==> src/rtl/alu_op_issuer.sv <==
// alu_op_issuer
// Request-side master for the ALU operand/opcode interface. Logical ALU
// commands arrive on a valid/ready request port and are buffered in a small
// FIFO. Each command is encoded into the ALU enable/opcode scheme and issued
// for exactly one cycle. The registered ALU result C is then captured and
// returned with the command tag on a valid/ready response port.
//
// Ports:
//   clk, rst_n                    clock, asynchronous active-low reset
//   req_valid/req_ready           request handshake (req_ready = FIFO not full)
//   req_opcode, req_a, req_b      logical opcode (0..8 legal) and signed operands
//   req_tag                       returned unchanged with the response
//   A, B, a_en, b_en, a_op, b_op  registered ALU operand/opcode drive
//   ALU_en                        registered ALU enable, high one cycle per command
//   C                             ALU registered result
//   rsp_valid/rsp_ready           response handshake
//   rsp_data, rsp_tag, rsp_err    captured C (0 on error), tag, illegal-opcode flag
//   busy                          FSM not idle or FIFO not empty
module alu_op_issuer #(
  parameter int DATA_WIDTH = 5,
  parameter int DEPTH      = 4,
  parameter int TAG_WIDTH  = 4
) (
  input  logic                  clk,
  input  logic                  rst_n,
  input  logic                  req_valid,
  output logic                  req_ready,
  input  logic [3:0]            req_opcode,
  input  logic [DATA_WIDTH-1:0] req_a,
  input  logic [DATA_WIDTH-1:0] req_b,
  input  logic [TAG_WIDTH-1:0]  req_tag,
  output logic [DATA_WIDTH-1:0] A,
  output logic [DATA_WIDTH-1:0] B,
  output logic                  a_en,
  output logic                  b_en,
  output logic [2:0]            a_op,
  output logic [1:0]            b_op,
  output logic                  ALU_en,
  input  logic [DATA_WIDTH:0]   C,
  output logic                  rsp_valid,
  input  logic                  rsp_ready,
  output logic [DATA_WIDTH:0]   rsp_data,
  output logic [TAG_WIDTH-1:0]  rsp_tag,
  output logic                  rsp_err,
  output logic                  busy
);

  localparam int PTR_W   = $clog2(DEPTH);
  localparam int CNT_W   = PTR_W + 1;
  localparam int ENTRY_W = 4 + 2 * DATA_WIDTH + TAG_WIDTH;

  typedef enum logic [1:0] {
    S_IDLE  = 2'd0,
    S_ISSUE = 2'd1,
    S_WAIT  = 2'd2,
    S_RESP  = 2'd3
  } state_t;

  // Encoded drive word: {legal, a_en, b_en, a_op[2:0], b_op[1:0]}.
  // The unused opcode group is always 0; illegal opcodes yield all zeros.
  function automatic logic [7:0] encode_op(input logic [3:0] op);
    logic [7:0] enc;
    case (op)
      4'd0:    enc = {1'b1, 1'b1, 1'b0, 3'd0, 2'd0}; // ADD
      4'd1:    enc = {1'b1, 1'b1, 1'b0, 3'd1, 2'd0}; // SUB
      4'd2:    enc = {1'b1, 1'b1, 1'b0, 3'd2, 2'd0}; // XOR
      4'd3:    enc = {1'b1, 1'b1, 1'b0, 3'd3, 2'd0}; // AND
      4'd4:    enc = {1'b1, 1'b1, 1'b0, 3'd5, 2'd0}; // OR
      4'd5:    enc = {1'b1, 1'b1, 1'b0, 3'd6, 2'd0}; // XNOR
      4'd6:    enc = {1'b1, 1'b0, 1'b1, 3'd0, 2'd0}; // NAND
      4'd7:    enc = {1'b1, 1'b1, 1'b1, 3'd0, 2'd2}; // DEC_A
      4'd8:    enc = {1'b1, 1'b1, 1'b1, 3'd0, 2'd3}; // INC2_B
      default: enc = 8'd0;
    endcase
    return enc;
  endfunction

  logic [ENTRY_W-1:0]    r_mem [DEPTH];
  logic [PTR_W-1:0]      r_wr_ptr;
  logic [PTR_W-1:0]      r_rd_ptr;
  logic [CNT_W-1:0]      r_count;
  state_t                r_state;
  logic [DATA_WIDTH-1:0] r_a;
  logic [DATA_WIDTH-1:0] r_b;
  logic                  r_a_en;
  logic                  r_b_en;
  logic [2:0]            r_a_op;
  logic [1:0]            r_b_op;
  logic                  r_alu_en;
  logic [TAG_WIDTH-1:0]  r_cur_tag;
  logic                  r_rsp_valid;
  logic [DATA_WIDTH:0]   r_rsp_data;
  logic [TAG_WIDTH-1:0]  r_rsp_tag;
  logic                  r_rsp_err;

  logic                  w_full;
  logic                  w_empty;
  logic                  w_push;
  logic                  w_pop;
  logic [ENTRY_W-1:0]    w_head;
  logic [3:0]            w_head_op;
  logic [DATA_WIDTH-1:0] w_head_a;
  logic [DATA_WIDTH-1:0] w_head_b;
  logic [TAG_WIDTH-1:0]  w_head_tag;
  logic [7:0]            w_enc;

  assign w_full  = (r_count == CNT_W'(DEPTH));
  assign w_empty = (r_count == {CNT_W{1'b0}});
  assign w_push  = req_valid && !w_full;
  // The FSM only looks at the FIFO while idle, so a pop is exactly "idle and non-empty".
  assign w_pop   = (r_state == S_IDLE) && !w_empty;

  assign w_head     = r_mem[r_rd_ptr];
  assign w_head_op  = w_head[ENTRY_W-1 -: 4];
  assign w_head_a   = w_head[TAG_WIDTH+2*DATA_WIDTH-1 -: DATA_WIDTH];
  assign w_head_b   = w_head[TAG_WIDTH+DATA_WIDTH-1 -: DATA_WIDTH];
  assign w_head_tag = w_head[TAG_WIDTH-1:0];
  assign w_enc      = encode_op(w_head_op);

  // FIFO storage write; contents need no reset because occupancy gates every read.
  always_ff @(posedge clk) begin
    if (w_push) begin
      r_mem[r_wr_ptr] <= {req_opcode, req_a, req_b, req_tag};
    end
  end

  // FIFO pointers and occupancy; pointers wrap naturally since DEPTH is a power of 2.
  always_ff @(posedge clk or negedge rst_n) begin
    if (!rst_n) begin
      r_wr_ptr <= {PTR_W{1'b0}};
      r_rd_ptr <= {PTR_W{1'b0}};
      r_count  <= {CNT_W{1'b0}};
    end else begin
      if (w_push) r_wr_ptr <= r_wr_ptr + PTR_W'(1);
      if (w_pop)  r_rd_ptr <= r_rd_ptr + PTR_W'(1);
      case ({w_push, w_pop})
        2'b10:   r_count <= r_count + CNT_W'(1);
        2'b01:   r_count <= r_count - CNT_W'(1);
        default: r_count <= r_count;
      endcase
    end
  end

  // Issue/response FSM with all drive and response outputs registered.
  always_ff @(posedge clk or negedge rst_n) begin
    if (!rst_n) begin
      r_state     <= S_IDLE;
      r_a         <= {DATA_WIDTH{1'b0}};
      r_b         <= {DATA_WIDTH{1'b0}};
      r_a_en      <= 1'b0;
      r_b_en      <= 1'b0;
      r_a_op      <= 3'd0;
      r_b_op      <= 2'd0;
      r_alu_en    <= 1'b0;
      r_cur_tag   <= {TAG_WIDTH{1'b0}};
      r_rsp_valid <= 1'b0;
      r_rsp_data  <= {(DATA_WIDTH+1){1'b0}};
      r_rsp_tag   <= {TAG_WIDTH{1'b0}};
      r_rsp_err   <= 1'b0;
    end else begin
      case (r_state)
        S_IDLE: begin
          if (!w_empty) begin
            if (w_enc[7]) begin
              r_a       <= w_head_a;
              r_b       <= w_head_b;
              r_a_en    <= w_enc[6];
              r_b_en    <= w_enc[5];
              r_a_op    <= w_enc[4:2];
              r_b_op    <= w_enc[1:0];
              r_cur_tag <= w_head_tag;
              r_alu_en  <= 1'b1;
              r_state   <= S_ISSUE;
            end else begin
              // Illegal opcode: never touches the ALU, reports straight away.
              r_rsp_tag   <= w_head_tag;
              r_rsp_err   <= 1'b1;
              r_rsp_data  <= {(DATA_WIDTH+1){1'b0}};
              r_rsp_valid <= 1'b1;
              r_state     <= S_RESP;
            end
          end
        end
        S_ISSUE: begin
          r_alu_en <= 1'b0;
          r_state  <= S_WAIT;
        end
        S_WAIT: begin
          // The ALU registered the operands at the end of ISSUE, so C is valid now.
          r_rsp_data  <= C;
          r_rsp_tag   <= r_cur_tag;
          r_rsp_err   <= 1'b0;
          r_rsp_valid <= 1'b1;
          r_state     <= S_RESP;
        end
        S_RESP: begin
          if (rsp_ready) begin
            r_rsp_valid <= 1'b0;
            r_state     <= S_IDLE;
          end
        end
        default: begin
          r_alu_en    <= 1'b0;
          r_rsp_valid <= 1'b0;
          r_state     <= S_IDLE;
        end
      endcase
    end
  end

  assign req_ready = !w_full;
  assign busy      = (r_state != S_IDLE) || !w_empty;
  assign A         = r_a;
  assign B         = r_b;
  assign a_en      = r_a_en;
  assign b_en      = r_b_en;
  assign a_op      = r_a_op;
  assign b_op      = r_b_op;
  assign ALU_en    = r_alu_en;
  assign rsp_valid = r_rsp_valid;
  assign rsp_data  = r_rsp_data;
  assign rsp_tag   = r_rsp_tag;
  assign rsp_err   = r_rsp_err;

endmodule
==> config.mk <==
export PLATFORM = sky130hd
export DESIGN_NAME = alu_op_issuer
export DESIGN_NICKNAME = d
export VERILOG_FILES = /design/src/rtl/alu_op_issuer.sv
export SDC_FILE = /design/constraint.sdc
export NUM_CORES = 1
export LEC_CHECK = 0
export CAP_MARGIN = 20
export CORE_MARGIN = 2
export CORE_UTILIZATION = 50
export CTS_CLUSTER_DIAMETER = 100
export CTS_CLUSTER_SIZE = 16
export DETAILED_ROUTE_END_ITERATION = 8
export PLACE_DENSITY = 0.71
export REMOVE_ABC_BUFFERS = 1
export SETUP_SLACK_MARGIN = 0.02
export SYNTH_ARGS = -nofsm -noshare
export SYNTH_HDL_FRONTEND = slang
export SYNTH_SLANG_ARGS = --single-unit
==> constraint.sdc <==
create_clock -name clk -period 2.7 [get_ports clk]
set_input_delay 0.27 -clock clk [delete_from_list [all_inputs] [get_ports clk]]
set_output_delay 0.27 -clock clk [all_outputs]
set_load 0.005 [all_outputs]
# After elaboration in Yosys (flattened, before gate mapping)
# Memory sizes are Yosys's and may differ from the RTL's.
# Cells that the tools add are included.
# W data, S select, Z words.
# word_totals
reg_bits	43
mem_bits_rw	72
romBits	128
input_bits	28
output_inout_bits	32
word_cells	71
memories	2
# op_classes
n_addsub	4
eq_ne	10
mux	21
bitwise_logic	1
n_reduce_logical	17
# memory_table
name	words	width	rd	rd_clocked_by_memory_dff	wr	line_no	rtl
(name not given)	16	8	1	0	0	63	case (op)
r_mem	4	18	1	0	1	78	logic [ENTRY_W-1:0] r_mem [DEPTH];
# op_table
operator	n
$mux W6	2
$pmux W6 S2	1
$reduce_and A3 Y1	3
$mux W4	2
$ne A2 B2 Y1 const B	4
$pmux W2 S4	1
$pmux W4 S2	1
$reduce_bool A2 Y1	4
$mux W1	7
$eq A2 B2 Y1 const B	3
$mux W2	3
$pmux W3 S2	1
$add A2 B1 Y2 const B	2
$eq A2 B1 Y1 const B	2
$pmux W1 S2	2
$reduce_and A4 Y1	1
$add A3 B1 Y3 const B	1
$eq A3 B3 Y1 const B	1
$logic_not A3 Y1	1
$pmux W1 S3	1
$reduce_bool A3 Y1	1
$sub A3 B1 Y3 const B	1
$logic_and A1 B1 Y1	2
$logic_not A1 Y1	2
other kinds (4)	4

# Logic depth before layout (Yosys ltp)
# Gate-level depths: netlist of run 1.
# logic_depth
ltp_word	5
ltp_mapped	10
ltp_nobuf	10

# Worst setup path after synthesis of run 1
# No wires, ideal clock.
# synth_timing
kind	reg2reg
startpoint	register r_state[0]
endpoint	register r_count[2]
setup_ns	0.079
arrival_ns	2.096
required_ns	2.621
setup_slack_ns	0.524
path_stages_with_launch	11
n_path_buf	0
synth_period_minus_slack_ns	2.176
path_cell_list	dfrtp_1 > inv_1 > ha_1 > o31ai_4 > inv_2 > ha_1 > inv_1 > fa_1 > xor2_1 > nor2_1 > xor2_1
# synth_between
elab_chain_cells	4
word_cells_on_any_way	6
cone_classes	2 x eq/ne; 1 x mux; 3 x reduce/logical
# synth_rtl
item	line_no	rtl
start: declaration	82	state_t r_state;
start signal: assignment	147	r_state <= S_IDLE;
start signal: assignment	173	r_state <= S_ISSUE;
start signal: assignment	180	r_state <= S_RESP;
$logic_not A2 Y1 *	111	assign w_pop = (r_state == S_IDLE) && !w_empty;
$logic_and A1 B1 Y1 *	111	
net w_pop	99	logic w_pop;
$eq A2 B1 Y1 / $eq A2 B2 Y1 (equally long branches)	136	case ({w_push, w_pop})
$pmux W3 S2 / $reduce_bool A2 Y1 (equally long branches)	-	
end signal: assignment	137	2'b10: r_count <= r_count + CNT_W'(1);
end signal: assignment	138	2'b01: r_count <= r_count - CNT_W'(1);
end signal: assignment	139	default: r_count <= r_count;
end: declaration	81	logic [CNT_W-1:0] r_count;
# Mark *: on every way through the listed nets, which the timed path passes. The rest lies on a longest branch.
# A chain may end at the register's enable or synchronous reset.

# Worst setup path after layout of run 1
# layout_timing
startpoint	register r_state[1]
endpoint	register r_count[2]
# The elaborated chain is that of the path after synthesis.

==> results of run 1 <==
[cell families after synthesis]
logic type,Yosys count
muxes,45
and+or+nand+nor,45
AOI/OAI and AO/OA,30
adders and majority gates,12
buffers and inverters,29
xor gates and xnor gates,6
DFF,115
[worst max-delay path, stage by stage (launching register included)]
cell and delay (ns):
dfrtp_1 0.42, inv_1 0.14, ha_2 0.30, o31ai_4 0.17
inv_2 0.10, buf_4 0.15, ha_1 0.18, inv_1 0.06
fa_1 0.37, xor2_1 0.15, nor2_1 0.11, xor2_1 0.18
[placed cells by master (no fill, tap or decap), types with 2 or more instances in the layout]
cell / instances
a211oi_1: 2
a21oi_1: 7
a22oi_1: 2
and3_1: 4
buf_4: 15
bufinv_16: 3
clkbuf_16: 16
clkbuf_8: 3
clkdlybuf4s50_1: 58
clkinv_2: 2
clkinv_4: 2
clkinvlp_4: 2
dfrtp_1: 43
edfxtp_1: 72
ha_1: 10
inv_1: 20
inv_6: 2
mux2_1: 6
mux2_4: 12
mux2i_1: 8
mux4_2: 18
nand2_1: 24
nand2b_1: 2
nor2_1: 5
nor2b_1: 3
o21ai_0: 5
o21ai_1: 4
o22a_1: 2
xnor2_1: 4
xor2_1: 2
[state kept, by name, summed over array words and instances, names as in the netlist]
register	count
a_op	3
A	5
b_en	1
r_rd_ptr	2
a_en	1
r_cur_tag	4
r_state	2
b_op	2
r_mem	72
ALU_en	1
rsp_err	1
B	5
rsp_data	6
r_wr_ptr	2
rsp_valid	1
r_count	3
rsp_tag	4
[report_power, final]
group	leakage, nW	internal, mW	switching [mW]
Combinational	0.946	1.52	1.29
Sequential	1.18	2.44	0.292
Clock	0.289	1.45	0.764
[worst max-delay path by stage]
stage          cells after the start        start         end
2_1_floorplan                      4  r_rd_ptr[0]  rsp_tag[0]
3_3_place_gp                      11   r_state[1]  r_count[2]
3_5_place_dp                      11   r_state[1]  r_count[2]
4_1_cts                           11   r_state[1]  r_count[2]
5_1_grt                           11   r_state[0]  r_count[2]
6_report                          11   r_state[1]  r_count[2]
[what timing repair did]
item                       CTS  global route
setup endpoints to repair    0             1
hold buffers                 1             0
resized for setup            0             1
hold endpoints to repair    43             0
buffers inserted             0             0
[area by class of cell]
class	count	area, um2
clock buffer	20	445
clock inverter	12	154
fill	661	3030
inverter	21	78.8
multi-input combinational	138	1400
sequential	115	3240
tap	129	161
timing repair buffer	76	728
[through the flow]
step | util | hold slack [ns] | cells | total power [mW]
2_1_floorplan | - | -0.0256 | 274 | 4.49
3_3_place_gp | 0.604 | 0.474 | 477 | 5.49
3_5_place_dp | 0.604 | 0.481 | 477 | 5.60
4_1_cts | 0.670 | 0.315 | 510 | 7.87
5_1_grt | 0.672 | 0.135 | 511 | 8.23
6_report | 0.672 | 0.118 | 511 | 7.77
[per-layer routing]
| metal | GRT usage | vias to the layer above | wire length (um) |
|---|---|---|---|
| li1 | - | 1224 | - |
| met1 | 0.236 | 1291 | 3880 |
| met2 | 0.310 | 77 | 4230 |
| met3 | 0.0573 | 14 | 428 |
| met4 | 0.0634 | 0 | 129 |
| met5 | 0 | - | 0 |
==> flow_metrics.py, run 1 <==
metrics = {
    "floorplan": {
        "io_pins": 60,
        "core_area_um2": 9240,
        "start_util": 0.517,
        "die_h_um": 102,
        "die_area_um2": 10300,
        "row_count": 35,
        "die_w_um": 102,
    },
    "setup_path": {
        "worstRegToRegCells": 11,
        "r2r-end": "r_count[2]",
        "worstSetupStartpointType": "flip-flop",
        "required_ns": 3.12,
        "r2r_start": "r_state[1]",
        "critPathKind": "flip-flop to flip-flop",
        "reg2reg_slack_ns": 0.30,
        "cp-end-kind": "flip-flop",
        "arrival_ns": 2.82,
        "worstPathMaxFanout": 10,
    },
    "clocking": {
        "cts_tree": "built",
        "clock-root-buffer": "clkbuf_8",
        "cts_buffers": 17,
        "clk_path_buf_depth": 2,
        "cts_sinks": 115,
        "htreeDepth": 4,
        "clkLatencyLatePin_ns": 0.50,
        "cts.clk_slew.worst_paths_ns": 0.06,
    },
    "synth": {
        "synth_cell_types": 43,
        "syn_area_um2": 4770,
        "synthXorXnorAreaFrac": 0.0110,
        "synth-seq-area-share": 0.678,
        "async_flop_share": 0.374,
        "synth_fa_ha_area_frac": 0.0330,
        "synth-simple-area-share": 0.0453,
        "synth_compound_area_frac": 0.0482,
        "synthCells": 282,
        "synth_ff_type": "edfxtp_1",
        "synth_top_area_cell": "edfxtp_1",
        "synth_area_leaders": "edfxtp_1 (45%), dfrtp_1 (23%), mux4_2 (8.5%)",
        "synth-seq-cells": 115,
        "synth-edff-count": 72,
        "synth_top_family_by_area": "multiplexers",
        "synth.most_common_cell": "edfxtp_1",
        "synthMuxAreaShare": 0.156,
        "synth_top_area_frac": 0.453,
        "synth_commonest_cells": "edfxtp_1 (72), dfrtp_1 (43), nand2_1 (24), inv_1 (20), mux4_2 (18)",
        "avgSynthCellArea_um2": 16.9,
        "yosysWarnings": 0,
    },
    "run_status": {
        "status": "finished clean",
    },
    "global_routing": {
        "grt-ovfl-total": 0,
        "grt_antenna_before_repair": 0,
        "grt_pass1_vias": 2859,
        "track_usage": 0.187,
        "grt_start_max_net_pins": 44,
        "grt_pass1_wl_um": 14200,
    },
    "placed_design": {
        "place_area_um2": 5580,
        "place_worst_setup_slack_ns": 0.155,
        "hpwl_um": 5590,
        "gp_congestion": 0.777,
        "io_buffer_count": 59,
    },
    "timing": {
        "hold_violations": 0,
        "rsz0062_at_grt": "false",
        "min_period_ns": 2.40,
        "finalSetupTns_ns": 0,
        "finalClockSkew_ns": 0.00681,
        "setup_ws_ns": 0.295,
        "final_max_slew_viol_count": 0,
        "finalSetupViolations": 0,
        "worst_pin_slew_ns": 0.697,
        "finalCritPeriodShare": 0.891,
        "max_freq_mhz": 416,
        "max_slew_margin": 0.535,
    },
    "detailed_routing": {
        "vias_per_cell": 5.10,
        "drt_pass1_iterations": 4,
        "wl_per_cell_um": 17.0,
        "wirelength_um": 8670,
        "via_count": 2606,
        "drt_iter0_drc": 108,
        "drc": 0,
        "ant_nets": 0,
    },
    "min_path": {
        "hold_path.class": "primary input to asynchronous set/reset pin",
    },
    "layout": {
        "drive_gt1_frac": 0.228,
        "fin_nets": 409,
        "design_area_um2": 6210,
        "area_delta_synth_final_pct": 30.1,
        "antenna_cells": 0,
    },
    "power": {
        "irDropWorstVdd_mv": 0.651,
        "p_per_area_nw_per_um2": 1250,
        "power_leakage_nw": 2.42,
    },
    "flow_run": {
        "cap_viol_max_count": 0,
    },
}
Note: power is estimated with default switching activity, not from simulation.
==> run 2: changes to the inputs <==
--- a/config.mk
+++ b/config.mk
@@ -11,7 +11,8 @@
 export CTS_CLUSTER_DIAMETER = 100
 export CTS_CLUSTER_SIZE = 16
 export DETAILED_ROUTE_END_ITERATION = 8
-export PLACE_DENSITY = 0.71
+export PLACE_DENSITY = 0.73
+export RECOVER_POWER = 50
 export REMOVE_ABC_BUFFERS = 1
 export SETUP_SLACK_MARGIN = 0.02
 export SYNTH_ARGS = -nofsm -noshare
==> flow_metrics.py, run 2 (synthesis results as in run 1) <==
metrics = {
    "layout": {
        "drive_gt1_frac": 0.204,
        "fillers": 660,
        "fin_nets": 406,
        "area_delta_synth_final_pct": 27.6,
        "largest_reg_flops": 72,
        "antenna_cells": 0,
        "design_area_um2": 6090,
        "post-route-util": 0.659,
        "final_common_cell": "edfxtp_1",
        "largest_register": "r_mem",
        "final_cell_mix": "edfxtp_1 (72), dfrtp_1 (43), dlygate4sd3_1 (32), clkdlybuf4s50_1 (27), nand2_1 (24)",
    },
    "timing": {
        "worst_pin_slew_ns": 1.84,
        "finalCritPeriodShare": 0.939,
        "min_period_ns": 2.53,
        "setup_ws_ns": 0.166,
        "hold_violations": 0,
        "rsz0062_at_grt": "false",
        "finalSetupViolations": 0,
        "max_slew_margin": -0.224,
        "final_max_slew_viol_count": 41,
        "max_freq_mhz": 395,
        "finalClockSkew_ns": 0.0162,
    },
    "global_routing": {
        "grt_pass1_wl_um": 13600,
        "grt-ovfl-total": 0,
        "use_met1": 0.227,
        "track_usage": 0.183,
        "grt_pass1_vias": 2681,
        "grt_start_max_net_pins": 44,
        "grt_use_met2": 0.298,
        "met3_usage": 0.0587,
        "grt_antenna_before_repair": 0,
        "grt-busiest-layer": "met2",
    },
    "clocking": {
        "cts_sinks": 115,
        "htreeDepth": 4,
        "post-cts-setup-buffers": 0,
        "cts_tree": "built",
        "cts.clk_slew.worst_paths_ns": 0.05,
        "clock-root-buffer": "clkbuf_8",
        "clkLatencyLatePin_ns": 0.51,
        "cts_hold_buf": 1,
        "cts-resized-gates": 0,
        "cts_buffers": 17,
        "clk_path_buf_depth": 2,
    },
    "floorplan": {
        "die_area_um2": 10300,
        "die_w_um": 102,
        "start_util": 0.517,
        "die_h_um": 102,
        "row_count": 35,
        "core_area_um2": 9240,
        "io_pins": 60,
    },
    "setup_path": {
        "critPathKind": "flip-flop to flip-flop",
        "cp-end-kind": "flip-flop",
        "worstSetupStartpointType": "flip-flop",
        "max_stage_delay_ns": 0.61,
        "arrival_ns": 2.92,
        "cp_top_family": "compound AO/OA/AOI/OAI gates",
        "worst-path-buf-inv": 3,
        "path_cells": "inv_1 > ha_1 > o31ai_4 > inv_2 > a21oi_2 > buf_4 > mux2_4",
        "required_ns": 3.08,
        "worst_path_max_delay_cell": "a21oi_2",
        "worstPathMaxFanout": 10,
    },
    "placed_design": {
        "hpwl_um": 5620,
        "place_area_um2": 5560,
        "gp_congestion": 0.822,
        "io_buffer_count": 59,
        "place_worst_setup_slack_ns": 0.192,
    },
    "power": {
        "p_per_area_nw_per_um2": 1210,
        "clock_power_share": 0.260,
        "seqPwrFrac": 0.369,
        "totalPowerFinal_mw": 7.39,
        "switching_power_mw": 2.31,
        "power_leakage_nw": 2.38,
        "p_int_mw": 5.08,
        "p_comb_frac": 0.371,
        "switching_share": 0.312,
        "irDropWorstVdd_mv": 0.635,
    },
    "detailed_routing": {
        "ant_nets": 0,
        "vias_per_cell": 5.13,
        "wirelength_um": 8450,
        "drt_pass1_iterations": 4,
        "drt_iter0_drc": 109,
        "drc": 0,
        "wl_per_cell_um": 16.7,
        "via_count": 2602,
    },
    "flow_run": {
        "cap_viol_max_count": 1,
    },
    "min_path": {
        "hold_path.class": "primary input to asynchronous set/reset pin",
    },
    "run_status": {
        "status": "finished, violations left",
        "violations": "max-capacitance violations, max-slew violations",
    },
}
## run 2: final cells by class
type	instances	area [um2]	area share
clock inverters	12	92.6	0.0152
clock buffers	19	422	0.0692
repair buffers	73	697	0.114
multi-input cells	138	1400	0.230
well taps	129	161	0.0265
inverters	21	78.8	0.0129
flip-flops and latches	115	3240	0.532
## run 2: power groups by stage
stage | clock network [mW] | registers, mW | logic (mW)
2_1_floorplan | 0 | 2.78 | 1.71
3_3_place_gp | 0 | 2.74 | 2.72
3_5_place_dp | 0 | 2.75 | 2.79
4_1_cts | 1.96 | 2.74 | 2.81
5_1_grt | 2.05 | 2.78 | 3.02
6_report | 1.92 | 2.72 | 2.74
## run 2: layer usage
layer | share of wire | vias to the layer above
li1 | - | 1215
met1 | 0.44 | 1305
met2 | 0.50 | 71
met3 | 0.046 | 11
met4 | 0.017 | 0
met5 | 0 | -
## run 2: worst paths after layout
path	slack, ns	depth (start not counted)	endpoint	from
max	0.17	7	A[1]	r_state[0]
min	0.11	2	rsp_data[4]	rst_n
max reg2reg	0.17	7	A[1]	r_state[0]
min reg2reg	0.49	1	b_op[0]	b_op[0]
max in group asynchronous	0.50	3	B[3]	rst_n
min in group clk	0.33	3	rsp_data[3]	C[3]
## run 2: stage by stage
| step | instances | hold WS, ns | TNS, ns |
|---|---|---|---|
| 2_1_floorplan | 274 | -0.0256 | -0.127 |
| 5_1_grt | 507 | 0.124 | 0 |
| 6_report | 507 | 0.110 | 0 |
| 4_1_cts | 506 | 0.314 | 0 |
| 3_5_place_dp | 474 | 0.482 | 0 |
| 3_3_place_gp | 474 | 0.470 | 0 |
## run 2: worst register-to-register path, cell delays in order (launching register included)
cell     delay [ns]
dfrtp_1        0.40
inv_1          0.11
ha_1           0.32
o31ai_4        0.17
inv_2          0.17
a21oi_2        0.61
buf_4          0.31
mux2_4         0.32
==> run 3: changes to the inputs <==
--- a/config.mk
+++ b/config.mk
@@ -5,12 +5,14 @@
 export SDC_FILE = /design/constraint.sdc
 export NUM_CORES = 1
 export LEC_CHECK = 0
+export ABC_CLOCK_PERIOD_IN_PS = 2700
 export CAP_MARGIN = 20
 export CORE_MARGIN = 2
 export CORE_UTILIZATION = 50
 export CTS_CLUSTER_DIAMETER = 100
 export CTS_CLUSTER_SIZE = 16
 export DETAILED_ROUTE_END_ITERATION = 8
+export HOLD_SLACK_MARGIN = 0.15
 export PLACE_DENSITY = 0.73
 export RECOVER_POWER = 50
 export REMOVE_ABC_BUFFERS = 1
==> flow_metrics.py, run 3 (synthesis results as in run 1) <==
metrics = {
    "timing": {
        "min_period_ns": 2.53,
        "max_slew_margin": 0.316,
        "hold_violations": 0,
        "finalClockSkew_ns": 0.0164,
        "finalSetupViolations": 0,
        "final_max_slew_viol_count": 0,
        "max_freq_mhz": 395,
        "finalSetupTns_ns": 0,
        "hold_ws_ns": 0.328,
        "rsz0062_at_grt": "false",
        "finalCritPeriodShare": 0.938,
        "worst_pin_slew_ns": 1.03,
    },
    "placed_design": {
        "hpwl_um": 5620,
        "io_buffer_count": 59,
        "place_area_um2": 5560,
        "place_inst": 474,
        "gp_congestion": 0.822,
    },
    "global_routing": {
        "track_usage": 0.183,
        "grt-ovfl-total": 0,
        "grt_pass1_wl_um": 13600,
        "grt_pass1_vias": 2681,
        "grt_antenna_before_repair": 0,
        "grt_start_max_net_pins": 44,
    },
    "detailed_routing": {
        "ant_nets": 0,
        "wirelength_um": 8460,
        "drt_pass1_iterations": 4,
        "drt_iter0_drc": 123,
        "vias_per_cell": 5.14,
        "drc": 0,
        "via_count": 2611,
        "wl_per_cell_um": 16.6,
    },
    "power": {
        "seqPwrFrac": 0.369,
        "switching_share": 0.312,
        "switching_power_mw": 2.31,
        "p_comb_frac": 0.371,
        "power_leakage_nw": 2.38,
        "p_int_mw": 5.08,
        "irDropWorstVdd_mv": 0.635,
        "clock_power_share": 0.260,
        "p_per_area_nw_per_um2": 1210,
    },
    "floorplan": {
        "io_pins": 60,
        "die_area_um2": 10300,
        "core_area_um2": 9240,
        "die_h_um": 102,
        "die_w_um": 102,
        "row_count": 35,
        "start_util": 0.517,
    },
    "layout": {
        "final_common_cell": "edfxtp_1",
        "largest_reg_flops": 72,
        "final_cell_mix": "edfxtp_1 (72), dfrtp_1 (43), dlygate4sd3_1 (33), clkdlybuf4s50_1 (27), nand2_1 (24)",
        "multi_input_area_um2": 1400,
        "fillers": 659,
        "post-route-util": 0.659,
        "layoutNonFillerInstCount": 508,
        "area_delta_synth_final_pct": 27.7,
        "antenna_cells": 0,
        "largest_register": "r_mem",
        "design_area_um2": 6090,
        "drive_gt1_frac": 0.206,
        "ff_latch_area_um2": 3240,
        "fin_nets": 407,
    },
    "clocking": {
        "clk_path_buf_depth": 2,
        "cts_buffers": 17,
        "clock-root-buffer": "clkbuf_8",
        "post-cts-setup-buffers": 0,
        "cts_tree": "built",
        "cts_sinks": 115,
        "clkLatencyLatePin_ns": 0.51,
        "htreeDepth": 4,
        "cts.clk_slew.worst_paths_ns": 0.05,
    },
    "flow_run": {
        "cap_viol_max_count": 0,
    },
    "setup_path": {
        "worstPathMaxFanout": 10,
        "max_stage_delay_ns": 0.61,
        "cp-end-kind": "flip-flop",
        "worst_path_max_delay_cell": "a21oi_2",
        "worstSetupStartpointType": "flip-flop",
        "arrival_ns": 2.92,
        "required_ns": 3.08,
        "critPathKind": "flip-flop to flip-flop",
        "path_cells": "inv_1 > ha_1 > o31ai_4 > inv_2 > a21oi_2 > buf_4 > mux2_4",
    },
    "run_status": {
        "status": "finished clean",
    },
    "min_path": {
        "hold_path.class": "primary input to flip-flop",
    },
}
## run 3: changes by cell type in the layout (fill, tap and decap cells not counted), sizes merged
cell          previous run  this run
clkbuf                  20        21
dlymetal6s4s             1         0
dlygate4sd3             32        33
## run 3: layout make-up
| cell class | instances | share of cell area |
|---|---|---|
| Multi-Input combinational cell | 138 | 0.230 |
| Sequential cell | 115 | 0.531 |
| Inverter | 21 | 0.0129 |
| Clock buffer | 19 | 0.0692 |
| Tap cell | 129 | 0.0265 |
| Timing Repair Buffer | 74 | 0.115 |
| Clock inverter | 12 | 0.0152 |
## run 3: timing repair
item | in CTS | in global routing
hold buffers | 1 | 1
gates resized for setup | 0 | 0
endpoints found under the hold margin | 43 | 3
## run 3: power groups by stage
stage               combinational, mW  clock [mW]  sequential [mW]
floorplan                        1.71           0             2.78
global placement                 2.72           0             2.74
detailed placement               2.79           0             2.75
CTS                              2.81        1.96             2.74
global route                     3.02        2.05             2.78
finish                           2.74        1.92             2.72
## run 3: path summary, 6_finish.rpt
kind / end / slack, ns / startpoint / cells after the start
max: A[1] / 0.17 / r_state[0] / 7
min: rsp_data[3] / 0.33 / C[3] / 3
max reg2reg: A[1] / 0.17 / r_state[0] / 7
min reg2reg: b_op[0] / 0.49 / b_op[0] / 1
max in group asynchronous: B[3] / 0.81 / rst_n / 4
min in group asynchronous: rsp_data[4] / 0.65 / rst_n / 3
## run 3: routing by layer
layer / GRT usage / routed length [um]
met2: 0.298 / 4230
met3: 0.0587 / 389
met4: 0.0800 / 140
met5: 0 / 0
met1: 0.227 / 3700
## run 3: critical path, delay by kind of cell (launching register included)
| family | cells | cell delay [ns] |
|---|---|---|
| buf+inv | 3 | 0.59 |
| mux | 1 | 0.32 |
| flops | 1 | 0.40 |
| compound gates | 2 | 0.78 |
| fa+ha+maj | 1 | 0.32 |
## run 3: metrics by stage
| stage | worst slack, ns | power [mW] |
|---|---|---|
| 2_1_floorplan | -0.0268 | 4.49 |
| 6_report | 0.166 | 7.39 |
| 5_1_grt | 0.0233 | 7.85 |
| 4_1_cts | 0.180 | 7.50 |
| 3_3_place_gp | 0.280 | 5.46 |
| 3_5_place_dp | 0.192 | 5.54 |
